**config.mk**
```make
export PLATFORM = sky130hd
export DESIGN_NAME = spm_arbiter_flat
export DESIGN_NICKNAME = d
export VERILOG_FILES = /design/src/rtl/spm_arb_pkg.sv /design/src/rtl/spm_arb_if.sv /design/src/rtl/spm_arb_rd_return.sv /design/src/rtl/spm_arbiter.sv /design/src/flat_wrapper.sv
export SDC_FILE = /design/constraint.sdc
export NUM_CORES = 1
export LEC_CHECK = 0
export ABC_CLOCK_PERIOD_IN_PS = 1400
export CAP_MARGIN = 20
export CORE_AREA = 2 2 143 145
export CTS_BUF_LIST = sky130_fd_sc_hd__clkbuf_2
export DETAILED_ROUTE_END_ITERATION = 8
export DIE_AREA = 0 0 145 147
export GPL_TIMING_DRIVEN = 0
export MAX_ROUTING_LAYER = met4
export PLACE_DENSITY = 0.61
export SETUP_SLACK_MARGIN = 0.05
export SLEW_MARGIN = 15
export SYNTH_ARGS = -nofsm -noshare
export SYNTH_HDL_FRONTEND = slang
export SYNTH_HIERARCHICAL = 1
export SYNTH_SLANG_ARGS = --single-unit
```
**constraint.sdc**
```tcl
create_clock -name clk -period 1.4 [get_ports clk]
set_input_delay 0.14 -clock clk [delete_from_list [all_inputs] [get_ports clk]]
set_output_delay 0.14 -clock clk [all_outputs]
set_load 0.01 [all_outputs]
```
**src/rtl/spm_arb_pkg.sv**
```systemverilog
// Shared encodings for the scratch-pad memory arbiter.
// Owner IDs, rw codes and FSM state constants.
package spm_arb_pkg;

  localparam logic READ  = 1'b1;
  localparam logic WRITE = 1'b0;

  typedef enum logic [1:0] {
    OWN_NONE = 2'd0,
    OWN_DBG  = 2'd1,
    OWN_MEM  = 2'd2,
    OWN_IF   = 2'd3
  } owner_e;

  localparam logic [0:0] ST_SHARED   = 1'b0;
  localparam logic [0:0] ST_DBG_LOCK = 1'b1;

  localparam int STARVE_CNT_W = 4;

  function automatic owner_e rd_owner(
    input logic   rw,
    input owner_e id
  );
    return (rw == READ) ? id : OWN_NONE;
  endfunction

endpackage

```
**src/rtl/spm_arb_if.sv**
```systemverilog
// Requester-side and SPM-side signals of the SPM arbiter.
// slave = arbiter view, master = requesters plus SPM view.
interface spm_arb_if #(
  parameter int ADDR_W = 30,
  parameter int DATA_W = 32
);

  logic              cpu_en;
  logic              dbg_lock;

  logic              dbg_as_;
  logic              dbg_rw;
  logic [ADDR_W-1:0] dbg_addr;
  logic [DATA_W-1:0] dbg_wr_data;
  logic              dbg_gnt;
  logic [DATA_W-1:0] dbg_rd_data;
  logic              dbg_rd_valid;

  logic              mem_as_;
  logic              mem_rw;
  logic [ADDR_W-1:0] mem_addr;
  logic [DATA_W-1:0] mem_wr_data;
  logic              mem_gnt;
  logic [DATA_W-1:0] mem_rd_data;
  logic              mem_rd_valid;
  logic              mem_stall;

  logic              if_as_;
  logic              if_rw;
  logic [ADDR_W-1:0] if_addr;
  logic              if_gnt;
  logic [DATA_W-1:0] if_rd_data;
  logic              if_rd_valid;
  logic              if_stall;

  logic              spm_as_;
  logic              spm_rw;
  logic [ADDR_W-1:0] spm_addr;
  logic [DATA_W-1:0] spm_wr_data;
  logic [DATA_W-1:0] spm_rd_data;

  modport slave (
    input  cpu_en, dbg_lock,
    input  dbg_as_, dbg_rw, dbg_addr, dbg_wr_data,
    input  mem_as_, mem_rw, mem_addr, mem_wr_data,
    input  if_as_, if_rw, if_addr,
    output dbg_gnt, dbg_rd_data, dbg_rd_valid,
    output mem_gnt, mem_rd_data, mem_rd_valid, mem_stall,
    output if_gnt, if_rd_data, if_rd_valid, if_stall,
    output spm_as_, spm_rw, spm_addr, spm_wr_data,
    input  spm_rd_data
  );

  modport master (
    output cpu_en, dbg_lock,
    output dbg_as_, dbg_rw, dbg_addr, dbg_wr_data,
    output mem_as_, mem_rw, mem_addr, mem_wr_data,
    output if_as_, if_rw, if_addr,
    input  dbg_gnt, dbg_rd_data, dbg_rd_valid,
    input  mem_gnt, mem_rd_data, mem_rd_valid, mem_stall,
    input  if_gnt, if_rd_data, if_rd_valid, if_stall,
    input  spm_as_, spm_rw, spm_addr, spm_wr_data,
    output spm_rd_data
  );

endinterface

```
**src/rtl/spm_arb_rd_return.sv**
```systemverilog
// Read-return path: remembers who issued last cycle's read and
// steers spm_rd_data plus a one-cycle valid pulse to that owner.
import spm_arb_pkg::*;

module spm_arb_rd_return #(
  parameter int DATA_W = 32
) (
  input  logic              clk,
  input  logic              reset,
  input  owner_e            owner_d,
  input  logic [DATA_W-1:0] spm_rd_data,
  output logic [DATA_W-1:0] dbg_rd_data,
  output logic              dbg_rd_valid,
  output logic [DATA_W-1:0] mem_rd_data,
  output logic              mem_rd_valid,
  output logic [DATA_W-1:0] if_rd_data,
  output logic              if_rd_valid
);

  owner_e            owner_q;
  logic [DATA_W-1:0] dbg_hold_q, dbg_hold_d;
  logic [DATA_W-1:0] mem_hold_q, mem_hold_d;
  logic [DATA_W-1:0] if_hold_q, if_hold_d;

  always_comb begin
    dbg_rd_valid = (owner_q == OWN_DBG);
    mem_rd_valid = (owner_q == OWN_MEM);
    if_rd_valid  = (owner_q == OWN_IF);
    dbg_rd_data  = dbg_rd_valid ? spm_rd_data : dbg_hold_q;
    mem_rd_data  = mem_rd_valid ? spm_rd_data : mem_hold_q;
    if_rd_data   = if_rd_valid  ? spm_rd_data : if_hold_q;
    dbg_hold_d   = dbg_rd_data;
    mem_hold_d   = mem_rd_data;
    if_hold_d    = if_rd_data;
  end

  always_ff @(posedge clk or negedge reset) begin
    if (!reset) begin
      owner_q    <= OWN_NONE;
      dbg_hold_q <= '0;
      mem_hold_q <= '0;
      if_hold_q  <= '0;
    end else begin
      owner_q    <= owner_d;
      dbg_hold_q <= dbg_hold_d;
      mem_hold_q <= mem_hold_d;
      if_hold_q  <= if_hold_d;
    end
  end

endmodule

```
**src/rtl/spm_arbiter.sv**
```systemverilog
// Fixed-priority SPM port arbiter (dbg > mem > if) with debug lock.
// SPM_ARB_STARVE_GUARD_EN adds fetch starvation promotion.
import spm_arb_pkg::*;

module spm_arbiter #(
  parameter int ADDR_W     = 30,
  parameter int DATA_W     = 32,
  parameter int STARVE_MAX = 8
) (
  input  logic     clk,
  input  logic     reset,
  spm_arb_if.slave bus
);

  logic [0:0] state_q, state_d;
  logic       dbg_req, mem_req, if_req;
  logic       cpu_ok, promote;
  logic       dbg_gnt, mem_gnt, if_gnt;
  owner_e     owner_d;

  assign dbg_req = ~bus.dbg_as_;
  assign mem_req = ~bus.mem_as_;
  assign if_req  = ~bus.if_as_;
  assign cpu_ok  = bus.cpu_en && (state_q == ST_SHARED);

`ifdef SPM_ARB_STARVE_GUARD_EN
  logic [STARVE_CNT_W-1:0] starve_q, starve_d;

  assign promote = cpu_ok && (starve_q == STARVE_CNT_W'(STARVE_MAX));

  always_comb begin
    starve_d = starve_q;
    if (if_gnt)
      starve_d = '0;
    else if (if_req && starve_q != '1)
      starve_d = starve_q + 1'b1;
  end

  always_ff @(posedge clk or negedge reset) begin
    if (!reset) starve_q <= '0;
    else        starve_q <= starve_d;
  end
`else
  wire unused_starve_max = |STARVE_MAX;
  assign promote = 1'b0;
`endif

  // Grants are forced low while reset is held.
  assign dbg_gnt = reset & dbg_req;
  assign mem_gnt = reset & ~dbg_req & mem_req & cpu_ok
                 & ~(if_req & promote);
  assign if_gnt  = reset & ~dbg_req & if_req & cpu_ok
                 & (~mem_req | promote);

  assign bus.dbg_gnt   = dbg_gnt;
  assign bus.mem_gnt   = mem_gnt;
  assign bus.if_gnt    = if_gnt;
  assign bus.mem_stall = mem_req & ~mem_gnt;
  assign bus.if_stall  = if_req & ~if_gnt;

  always_comb begin
    bus.spm_as_     = 1'b1;
    bus.spm_rw      = 1'b0;
    bus.spm_addr    = '0;
    bus.spm_wr_data = '0;
    owner_d         = OWN_NONE;
    unique case (1'b1)
      dbg_gnt: begin
        bus.spm_as_     = 1'b0;
        bus.spm_rw      = bus.dbg_rw;
        bus.spm_addr    = bus.dbg_addr;
        bus.spm_wr_data = bus.dbg_wr_data;
        owner_d         = rd_owner(bus.dbg_rw, OWN_DBG);
      end
      mem_gnt: begin
        bus.spm_as_     = 1'b0;
        bus.spm_rw      = bus.mem_rw;
        bus.spm_addr    = bus.mem_addr;
        bus.spm_wr_data = bus.mem_wr_data;
        owner_d         = rd_owner(bus.mem_rw, OWN_MEM);
      end
      if_gnt: begin
        bus.spm_as_     = 1'b0;
        bus.spm_rw      = bus.if_rw;
        bus.spm_addr    = bus.if_addr;
        owner_d         = rd_owner(bus.if_rw, OWN_IF);
      end
      default: ;
    endcase
  end

  always_comb begin
    state_d = state_q;
    unique case (state_q)
      ST_SHARED:
        if (dbg_gnt && bus.dbg_lock) state_d = ST_DBG_LOCK;
      ST_DBG_LOCK:
        if (!bus.dbg_lock) state_d = ST_SHARED;
      default: state_d = ST_SHARED;
    endcase
  end

  always_ff @(posedge clk or negedge reset) begin
    if (!reset) state_q <= ST_SHARED;
    else        state_q <= state_d;
  end

  spm_arb_rd_return #(
    .DATA_W (DATA_W)
  ) u_rd_return (
    .clk          (clk),
    .reset        (reset),
    .owner_d      (owner_d),
    .spm_rd_data  (bus.spm_rd_data),
    .dbg_rd_data  (bus.dbg_rd_data),
    .dbg_rd_valid (bus.dbg_rd_valid),
    .mem_rd_data  (bus.mem_rd_data),
    .mem_rd_valid (bus.mem_rd_valid),
    .if_rd_data   (bus.if_rd_data),
    .if_rd_valid  (bus.if_rd_valid)
  );

endmodule

```
**src/flat_wrapper.sv**
```systemverilog
// flat-port wrapper written by rule: the top's interface ports become plain ports
module spm_arbiter_flat 
#(
  parameter int ADDR_W     = 30,
  parameter int DATA_W     = 32,
  parameter int STARVE_MAX = 8
)
  (clk, reset, bus_cpu_en, bus_dbg_lock, bus_dbg_as_, bus_dbg_rw, bus_dbg_addr, bus_dbg_wr_data, bus_mem_as_, bus_mem_rw, bus_mem_addr, bus_mem_wr_data, bus_if_as_, bus_if_rw, bus_if_addr, bus_dbg_gnt, bus_dbg_rd_data, bus_dbg_rd_valid, bus_mem_gnt, bus_mem_rd_data, bus_mem_rd_valid, bus_mem_stall, bus_if_gnt, bus_if_rd_data, bus_if_rd_valid, bus_if_stall, bus_spm_as_, bus_spm_rw, bus_spm_addr, bus_spm_wr_data, bus_spm_rd_data);
  spm_arb_if #(.ADDR_W(ADDR_W), .DATA_W(DATA_W)) bus_i ();
  input  logic clk;
  input  logic reset;
  input wire logic [$bits(bus_i.cpu_en)-1:0] bus_cpu_en;
  input wire logic [$bits(bus_i.dbg_lock)-1:0] bus_dbg_lock;
  input wire logic [$bits(bus_i.dbg_as_)-1:0] bus_dbg_as_;
  input wire logic [$bits(bus_i.dbg_rw)-1:0] bus_dbg_rw;
  input wire logic [$bits(bus_i.dbg_addr)-1:0] bus_dbg_addr;
  input wire logic [$bits(bus_i.dbg_wr_data)-1:0] bus_dbg_wr_data;
  input wire logic [$bits(bus_i.mem_as_)-1:0] bus_mem_as_;
  input wire logic [$bits(bus_i.mem_rw)-1:0] bus_mem_rw;
  input wire logic [$bits(bus_i.mem_addr)-1:0] bus_mem_addr;
  input wire logic [$bits(bus_i.mem_wr_data)-1:0] bus_mem_wr_data;
  input wire logic [$bits(bus_i.if_as_)-1:0] bus_if_as_;
  input wire logic [$bits(bus_i.if_rw)-1:0] bus_if_rw;
  input wire logic [$bits(bus_i.if_addr)-1:0] bus_if_addr;
  output wire logic [$bits(bus_i.dbg_gnt)-1:0] bus_dbg_gnt;
  output wire logic [$bits(bus_i.dbg_rd_data)-1:0] bus_dbg_rd_data;
  output wire logic [$bits(bus_i.dbg_rd_valid)-1:0] bus_dbg_rd_valid;
  output wire logic [$bits(bus_i.mem_gnt)-1:0] bus_mem_gnt;
  output wire logic [$bits(bus_i.mem_rd_data)-1:0] bus_mem_rd_data;
  output wire logic [$bits(bus_i.mem_rd_valid)-1:0] bus_mem_rd_valid;
  output wire logic [$bits(bus_i.mem_stall)-1:0] bus_mem_stall;
  output wire logic [$bits(bus_i.if_gnt)-1:0] bus_if_gnt;
  output wire logic [$bits(bus_i.if_rd_data)-1:0] bus_if_rd_data;
  output wire logic [$bits(bus_i.if_rd_valid)-1:0] bus_if_rd_valid;
  output wire logic [$bits(bus_i.if_stall)-1:0] bus_if_stall;
  output wire logic [$bits(bus_i.spm_as_)-1:0] bus_spm_as_;
  output wire logic [$bits(bus_i.spm_rw)-1:0] bus_spm_rw;
  output wire logic [$bits(bus_i.spm_addr)-1:0] bus_spm_addr;
  output wire logic [$bits(bus_i.spm_wr_data)-1:0] bus_spm_wr_data;
  input wire logic [$bits(bus_i.spm_rd_data)-1:0] bus_spm_rd_data;
  assign bus_i.cpu_en = bus_cpu_en;
  assign bus_i.dbg_lock = bus_dbg_lock;
  assign bus_i.dbg_as_ = bus_dbg_as_;
  assign bus_i.dbg_rw = bus_dbg_rw;
  assign bus_i.dbg_addr = bus_dbg_addr;
  assign bus_i.dbg_wr_data = bus_dbg_wr_data;
  assign bus_i.mem_as_ = bus_mem_as_;
  assign bus_i.mem_rw = bus_mem_rw;
  assign bus_i.mem_addr = bus_mem_addr;
  assign bus_i.mem_wr_data = bus_mem_wr_data;
  assign bus_i.if_as_ = bus_if_as_;
  assign bus_i.if_rw = bus_if_rw;
  assign bus_i.if_addr = bus_if_addr;
  assign bus_dbg_gnt = bus_i.dbg_gnt;
  assign bus_dbg_rd_data = bus_i.dbg_rd_data;
  assign bus_dbg_rd_valid = bus_i.dbg_rd_valid;
  assign bus_mem_gnt = bus_i.mem_gnt;
  assign bus_mem_rd_data = bus_i.mem_rd_data;
  assign bus_mem_rd_valid = bus_i.mem_rd_valid;
  assign bus_mem_stall = bus_i.mem_stall;
  assign bus_if_gnt = bus_i.if_gnt;
  assign bus_if_rd_data = bus_i.if_rd_data;
  assign bus_if_rd_valid = bus_i.if_rd_valid;
  assign bus_if_stall = bus_i.if_stall;
  assign bus_spm_as_ = bus_i.spm_as_;
  assign bus_spm_rw = bus_i.spm_rw;
  assign bus_spm_addr = bus_i.spm_addr;
  assign bus_spm_wr_data = bus_i.spm_wr_data;
  assign bus_i.spm_rd_data = bus_spm_rd_data;
  spm_arbiter #(.ADDR_W(ADDR_W), .DATA_W(DATA_W), .STARVE_MAX(STARVE_MAX)) u_core (.clk(clk), .reset(reset), .bus(bus_i));
endmodule
```
==> results.cfg <==
[final_layout]
final_nets = 992
layout.cells.non_filler = 1073
synthToLayoutAreaGrowth_pct = 118.3
fillCellCount = 1710
final_core_util_pct = 53.75
drive_above_1_share_pct = 51.31

[clocking]
ctsHtreeMaxLevel = 3
clock_latency_ps = 620
cts_tree = done
cts_made_buffers = 9
cts.sinks = 99
clockRootBuffer = clkbuf_2
clkTransAtPathRegs_ps = 300
clockBufferDepth = 2

[global_route]
grtUsageTotal_pct = 22.11
grt.overflow.total = 0
grt_max_degree = 54
antenna_found_initial = 1
grt_pass1_wl_um = 33800
grt_pass1_vias = 4979

[drt]
first_pass_iters = 4
drt-total-wl_um = 24980
vias = 4819
vias_per_cell = 4.491
antenna_left = 0
drcViolationCount = 0
post_drt_wl_per_cell_um = 23.28
dr.first_iter.drc_count = 200

[synthesis]
netlist_area_mm2 = 0.004886
synth.most_common_cell = dfrtp_1
synth_seq_cells = 99
postSynthCellCount = 333
synth-edff-count = 0
synth_area_leaders = dfrtp_1 (51%), mux2_4 (18%), mux2_2 (8.8%), a221o_1 (6.4%), a22o_1 (5.9%)
synthFlopType = dfrtp_1
synthArstFlopShare_pct = 100.0
yosys_warnings = 6
synth_common_cells = dfrtp_1 (99), mux2_4 (58), mux2_2 (38)
yosysSeqAreaShare_pct = 50.70
synthDistinctLibCells = 21
syn_nets = 529
synth.top_cell.area_share_pct = 50.70
yosysTopAreaCell = dfrtp_1
avgSynthCellArea_um2 = 14.67

[pwr]
p_per_area_mw_per_mm2 = 925.2
vdd_drop_max_mv = 0.4772
leakage_nw = 5.145

[die]
fp.coreArea_mm2 = 0.01984
dieWidth_um = 145
start_util_pct = 24.62
die_area_mm2 = 0.02132
rows = 52
die_h_um = 147
ioPinCount = 364

[timing]
final-setup-viol-count = 211
period_needed_ps = 2366
rsz0062_at_grt = true
finalSetupTns_ps = -138220
hold_viol = 0
clock_skew_ps = 23.20
setup_ws_ps = -966.2
fmax_mhz = 422.6
fin_crit_sh_pct = 169.0
relSlewSlack_pct = 67.03
slew_viol_final = 0
worst_slew_pin_slew_ps = 494.6

[setup_path]
cp-start-kind = flop
path_max_fanout = 10
reg2regPathDepth = 6
cp_data_arrival_time_ps = 2230
crit_path_end_kind = output port
worstPathRequired_ps = 1260
critical_path_class = reg2out

[status]
violations = negative setup slack
outcome = finished with violations

[placed_design]
placed_cells = 967
place.gp.congestion = 0.9505
numPortBuffers = 363
hpwlAfterDp_um = 18330

[flow_run]
maxCapViolCount = 0

[hold_path]
hold_class = in2async
[power by group]
part	switching (mW)	leakage [nW]	total [mW]	internal (mW)
Sequential	0.193	1.16	3.65	3.46
Clock	1.10	0.0567	1.36	0.259
Combinational	1.76	3.93	4.86	3.09
Total	3.05	5.15	9.87	6.81
[kinds of logic (layout without fill, tap and decap cells)]
| logic type | count (synthesis) | in the layout | synth area share (%) |
|---|---|---|---|
| flops | 99 | 99 | 50.70 |
| mux | 96 | 96 | 26.58 |
| compound gates | 66 | 66 | 12.57 |
| simple gates | 41 | 41 | 5.685 |
| buf+inv | 31 | 499 | 4.456 |
| other cells | 0 | 2 | 0 |
[cell usage in the layout (no fill, tap or decap)]
master	instances
a221o_1	31
and2_1	13
buf_6	187
a21o_1	1
dlymetal6s2s_1	1
diode_2	2
clkbuf_16	8
a22o_4	4
nor2_4	2
nand2_4	1
and2_0	18
dfrtp_2	2
clkinv_4	2
mux2_4	96
nand2b_4	2
buf_2	28
a22o_1	29
buf_16	5
nand4b_4	1
clkbuf_2	13
clkbuf_1	2
inv_8	1
dfrtp_1	97
buf_4	16
clkdlybuf4s50_1	193
inv_2	2
nor3_4	1
nor3b_4	1
inv_4	1
dlygate4sd3_1	4
buf_8	11
o21a_1	1
buf_12	21
nor2b_2	2
inv_6	1
clkinvlp_4	3
[layer usage]
layer  track usage, %  wire, um  vias to the layer above
li1                 -         -                     2188
met1            25.39      9631                     2374
met2            37.74     12870                      226
met3            5.683      1601                       31
met4            7.525       882                        0
met5                -         0                        -
[per-stage QoR]
step	worst slack, ps	power, mW	hold WS, ps	instance area (um2)
2_1_floorplan	-4.030	5.225	-155.6	4898
3_3_place_gp	-4578	7.627	476.4	8870
3_5_place_dp	-1161	7.695	128.5	8899
4_1_cts	-1004	9.038	-666.9	9567
5_1_grt	-1079	10.34	76.29	10660
6_report	-966.2	9.868	130.3	10670
[registers in the layout (all words and copies together), names as in the netlist]
name and flops:
u_core/u_rd_return/mem_hold_q 32, u_core/state_q 1, u_core/u_rd_return/dbg_hold_q 32, u_core/u_rd_return/owner_q 2, u_core/u_rd_return/if_hold_q 32
[path summary, 6_finish.rpt]
kind                                                   start                           endpoint  slack, ps
max in group asynchronous                              reset  u_core/u_rd_return/dbg_hold_q[12]        630
hold / removal                                         reset      u_core/u_rd_return/owner_q[1]        130
hold reg to reg            u_core/u_rd_return/mem_hold_q[27]  u_core/u_rd_return/mem_hold_q[27]        530
setup reg to reg               u_core/u_rd_return/owner_q[1]   u_core/u_rd_return/dbg_hold_q[3]       -220
min in group clk                                   bus_if_rw      u_core/u_rd_return/owner_q[0]        130
setup / recovery                              u_core/state_q                    bus_spm_addr[4]       -970
[critical path, stage by stage (launching register included)]
cell	delay [ps]
dfrtp_1	470
nand4b_4	220
nor2_4	190
buf_6	140
buf_4	190
a221o_1	230
buf_2	160
[cell type report]
| cell class | count | area (um2) | area share (%) |
|---|---|---|---|
| plain buffers | 23 | 326.6 | 3.062 |
| clock buffers | 9 | 45.04 | 0.4223 |
| clock inverters | 7 | 60.06 | 0.5631 |
| inverters | 3 | 13.76 | 0.1290 |
| flip-flops and latches | 99 | 2480 | 23.25 |
| diodes | 2 | 5.005 | 0.04693 |
| repair buffers | 457 | 4975 | 46.64 |
| multi-input cells | 203 | 2422 | 22.71 |
| well taps | 270 | 337.8 | 3.168 |
[timing repair]
action / 4_1_cts / 5_1_grt
pin swaps: 11 / 12
hold buffers: 1 / 7
hold endpoints to repair: 100 / 99
setup buffers: 32 / 46
setup endpoints to repair: 199 / 247
resized for setup: 796 / 253
cloned: 4 / 8
Power figures use the tool's default switching activity.
